==> config.mk <==
export PLATFORM = sky130hd
export DESIGN_NAME = hazard_detection_unit
export DESIGN_NICKNAME = d
export VERILOG_FILES = /design/src/rtl/hazard_detection_unit.sv
export SDC_FILE = /design/constraint.sdc
export NUM_CORES = 1
export LEC_CHECK = 0
export CAP_MARGIN = 20
export CORE_MARGIN = 10
export CORE_UTILIZATION = 45
export DETAILED_ROUTE_END_ITERATION = 10
export HOLD_SLACK_MARGIN = 0.15
export PLACE_DENSITY = 0.76
export SLEW_MARGIN = 20
export SYNTH_ARGS = -nofsm -noshare
export SYNTH_HDL_FRONTEND = slang
export SYNTH_SLANG_ARGS = --single-unit
==> constraint.sdc <==
create_clock -name clk -period 2.5 [get_ports clk]
set_input_delay 0.5 -clock clk [delete_from_list [all_inputs] [get_ports clk]]
set_output_delay 0.5 -clock clk [all_outputs]
set_load 0.05 [all_outputs]
==> src/rtl/hazard_detection_unit.sv <==
// hazard_detection_unit: decode-stage load-use stall, taken-branch flush and HALT drain controller
module hazard_detection_unit #(
   parameter int RBITS     = 5,
   parameter int CBITS     = 16,
   parameter int DRAIN_CYC = 3
) (
   input  logic             clk,
   input  logic             rst_n,
   input  logic             step_en,
   input  logic [RBITS-1:0] IF_ID_rs,
   input  logic [RBITS-1:0] IF_ID_rt,
   input  logic             IF_ID_uses_rt,
   input  logic [RBITS-1:0] ID_EX_rt,
   input  logic             ID_EX_memread,
   input  logic             branch_taken,
   input  logic             halt_dec,
   output logic             pc_write,
   output logic             IF_ID_write,
   output logic             IF_ID_flush,
   output logic             ID_EX_bubble,
   output logic             halted,
   output logic [CBITS-1:0] stall_count
);
   localparam int NB = $clog2(DRAIN_CYC + 1);
   typedef enum logic [1:0] {RUN, DRAIN, HALTED} state_t;
   state_t state, next_state;
   logic [NB-1:0] cnt, next_cnt;
   logic load_use;
   assign load_use = ID_EX_memread && (ID_EX_rt != '0) &&
                     ((ID_EX_rt == IF_ID_rs) || (IF_ID_uses_rt && (ID_EX_rt == IF_ID_rt)));
   // state, drain counter and halted flag advance only on enabled edges
   always_ff @(posedge clk or negedge rst_n) begin
      if (!rst_n) begin
         state  <= RUN;
         cnt    <= '0;
         halted <= 1'b0;
      end else if (step_en) begin
         state  <= next_state;
         cnt    <= next_cnt;
         halted <= (next_state == HALTED);
      end
   end
   // saturating count of cycles spent stalled on a load-use hazard
   always_ff @(posedge clk or negedge rst_n) begin
      if (!rst_n)
         stall_count <= '0;
      else if (step_en && state == RUN && load_use && stall_count != '1)
         stall_count <= stall_count + 1'b1;
   end
   // next state: a load-use stall defers HALT so ID re-evaluates it next cycle
   always_comb begin
      next_state = state;
      next_cnt   = cnt;
      case (state)
         RUN: if (!load_use && halt_dec) begin
            next_state = DRAIN;
            next_cnt   = NB'(DRAIN_CYC);
         end
         DRAIN: begin
            next_cnt = cnt - NB'(1);
            if (cnt == NB'(1)) next_state = HALTED;
         end
         default: ;
      endcase
   end
   // enables are zero in reset and when frozen; otherwise decided by state and hazards
   always_comb begin
      pc_write     = 1'b0;
      IF_ID_write  = 1'b0;
      IF_ID_flush  = 1'b0;
      ID_EX_bubble = 1'b0;
      if (rst_n && step_en) begin
         case (state)
            RUN: if (load_use) begin
               ID_EX_bubble = 1'b1;
            end else if (!halt_dec) begin
               pc_write    = 1'b1;
               IF_ID_write = 1'b1;
               IF_ID_flush = branch_taken;
            end
            default: ID_EX_bubble = 1'b1;
         endcase
      end
   end
endmodule

==> reports/results.tsv, run 1 <==
metric	value	unit
element type at the critical path start	primary input	
H-tree depth	1	
Post-synth EDFFs	0	
Rows	18	
final hold vios	0	
antenna violation net count after detailed routing	0	
Final Wtd Congestion	0.846	
RSZ-0062 raised after global routing	true	
final setup fails	4	
worst-skew pair later-pin latency	0.31	ns
DRT iter0 DRCs	78	
Yosys top cell area share	42.4	%
GR Util All Layers	14.6	%
Pre-antenna DRT Iters	4	
fraction of registers with async set/reset	100	%
CP Data Required Time	2.00	ns
die extent in x	72.5	um
first-pass GRT wire length	6260	um
area grow syn2layout	58.1	%
starting density of the core	48.7	%
#FFs+latches synth	21	
Worst Setup End Kind	primary output	
post-route worst setup slack	-0.164	ns
Primary FF master, synth	dfrtp_1	
I/O pin total	43	
setup_tns	-0.563	ns
Slew headroom	64.7	%
fin crit share	107	%
Mean Syn Cell Area	9.83	um^2
clk sinks	21	
clock tree buffer depth	2	
fin util	76.9	%
DIE AREA	0.00525	mm^2
net count after synthesis	150	
register area share after synthesis	42.4	%
antenna violations before repair	0	
n_diodes	0	
Routed WL	3760	um
Overflow after GRT	0	
nets	215	
top post-synthesis cells by area	dfrtp_1 42%, xnor2_1 17%, nand4_1 5.1%, nand2_1 3.9%, nand3_1 3.6%	
Max Cap Violations	0	
Final Max Slew Viols	0	
count of cell types in the netlist	34	
routed len/inst	17.1	um
Vias/cell	5.45	
Max Fclk	375	MHz
Max VDD drop	602	uV
Buffers on Ports	42	
CTS tree	yes	
Chip Height	72.5	um
dpl hpwl	2840	um
clock buffer count from CTS	3	
clk root buf	clkbuf_4	
# DRC	0	
total core area	0.00254	mm^2
Worst Path Max Fanout	3	
post-synth top area cell	dfrtp_1	
commonest cells in the netlist	24 x xnor2_1, 21 x dfrtp_1, 13 x nand2_1	
Synth Instances	126	
Worst-path clk slew	0.12	ns
largest net degree at the start of global routing	22	
Yosys warning total	0	
violated checks	negative setup slack	
most frequent cell after synthesis	xnor2_1	
Final min period	2.66	ns
hold crit path type	register to register	
critical path type	primary input to primary output	
Pleak	0.826	nW
clk_skew	0.00317	ns
via count	1199	
vias in the first global route	1283	
Cell Pwr Density	492	mW/mm^2
final hold slack	0.505	ns
CP Data Arrival Time	2.16	ns
Mapped Area	0.00124	mm^2
status	finished, violations left	
Worst-Margin Slew	0.528	ns
layout cells sized above 1	24.7	%
repair_timing:
| action | CTS | global route |
|---|---|---|
| pin swaps | 6 | 1 |
| setup buffers | 11 | 5 |
| hold buffers | 0 | 0 |
| gates cloned | 0 | 0 |
| gates resized for setup | 19 | 5 |
| setup endpoints to repair | 4 | 7 |
metrics by stage:
step	instances	area [um^2]	setup WS (ns)	power [mW]
3_3_place_gp	205	1820	-0.507	0.753
4_1_cts	220	1940	-0.196	0.957
6_report	220	1960	-0.164	0.963
2_1_floorplan	126	1270	-0.349	0.635
3_5_place_dp	205	1820	-0.556	0.769
5_1_grt	220	1960	-0.226	1.03
sequential cells by signal, indices dropped and copies added (netlist names):
name,cells
halted,1
state,2
stall_count,16
cnt,2
kinds of logic (layout without fill, tap and decap cells):
kind of cell | after synthesis | count (layout) | share of synthesized area, %
adder cells (fa/ha/maj) | 2 | 2 | 2.02
multiplexers | 2 | 2 | 1.82
flip-flops | 21 | 21 | 42.4
XOR/XNOR | 24 | 24 | 17.0
buffers and inverters | 9 | 73 | 3.74
AND/OR/NAND/NOR | 57 | 57 | 25.8
AO/OA/AOI/OAI | 11 | 11 | 7.27
report_power, final:
group / total (mW) / internal, mW / switching (mW)
Combinational: 0.363 / 0.174 / 0.189
Sequential: 0.434 / 0.380 / 0.0539
Clock: 0.166 / 0.0598 / 0.106
Total: 0.963 / 0.614 / 0.349
placed cells by master (no fill, tap or decap), types with 2 or more instances in the layout:
cell             synthesis  final
xnor2_1                 24     24
dfrtp_1                 21     21
clkbuf_4                 0      3
nor2_1                   6      6
a21oi_1                  2      2
buf_4                    1     19
nand4_1                 10     10
mux2_2                   2      2
and4_1                   3      3
clkdlybuf4s50_1          0     33
buf_12                   0      4
nand3_1                  9      9
ha_1                     2      2
buf_6                    1      5
and3_1                   5      5
nand2_1                 13     13
nor3_1                   3      2
inv_1                    4      4
path summary, 6_finish.rpt:
path	depth (start not counted)	start	to	slack (ns)
min in group asynchronous	2	rst_n	halted	0.57
worst max-delay path	7	ID_EX_rt[3]	IF_ID_flush	-0.16
worst max register to register	6	stall_count[0]	stall_count[1]	0.60
max in group asynchronous	2	rst_n	stall_count[5]	1.71
worst min register to register	1	stall_count[14]	stall_count[14]	0.51
worst min-delay path	1	stall_count[14]	stall_count[14]	0.51
routing by layer:
layer  GRT usage (%)  share of wire, %  vias up
met2            25.6                52       34
met1            16.1                40      586
met5               0                 0        -
li1                -                 -      573
met3            4.08               5.7        6
met4            6.33               1.5        0
critical path: stages:
cell and delay, ns:
buf_6 0.09, or4_4 0.54, o21ai_4 0.16, inv_2 0.06, a211o_4 0.36, nor4_4 0.27, buf_12 0.18
layout make-up:
class / count / area (um^2)
repair buffers: 64 / 634
clock buffers: 3 / 22.5
well taps: 30 / 37.5
inverters: 5 / 18.8
flip-flops and latches: 21 / 526
multi-input cells: 96 / 714
clock inverters: 1 / 5.00
fillers: 173 / 587
Power figures use the tool's default switching activity.
==> run 2, diff against run 1 <==
--- a/config.mk
+++ b/config.mk
@@ -11,7 +11,6 @@
 export DETAILED_ROUTE_END_ITERATION = 10
 export HOLD_SLACK_MARGIN = 0.15
 export PLACE_DENSITY = 0.76
-export SLEW_MARGIN = 20
 export SYNTH_ARGS = -nofsm -noshare
 export SYNTH_HDL_FRONTEND = slang
 export SYNTH_SLANG_ARGS = --single-unit
==> results of run 2 <==
No change in the layout: final DEF, timing and power equal those of run 1.
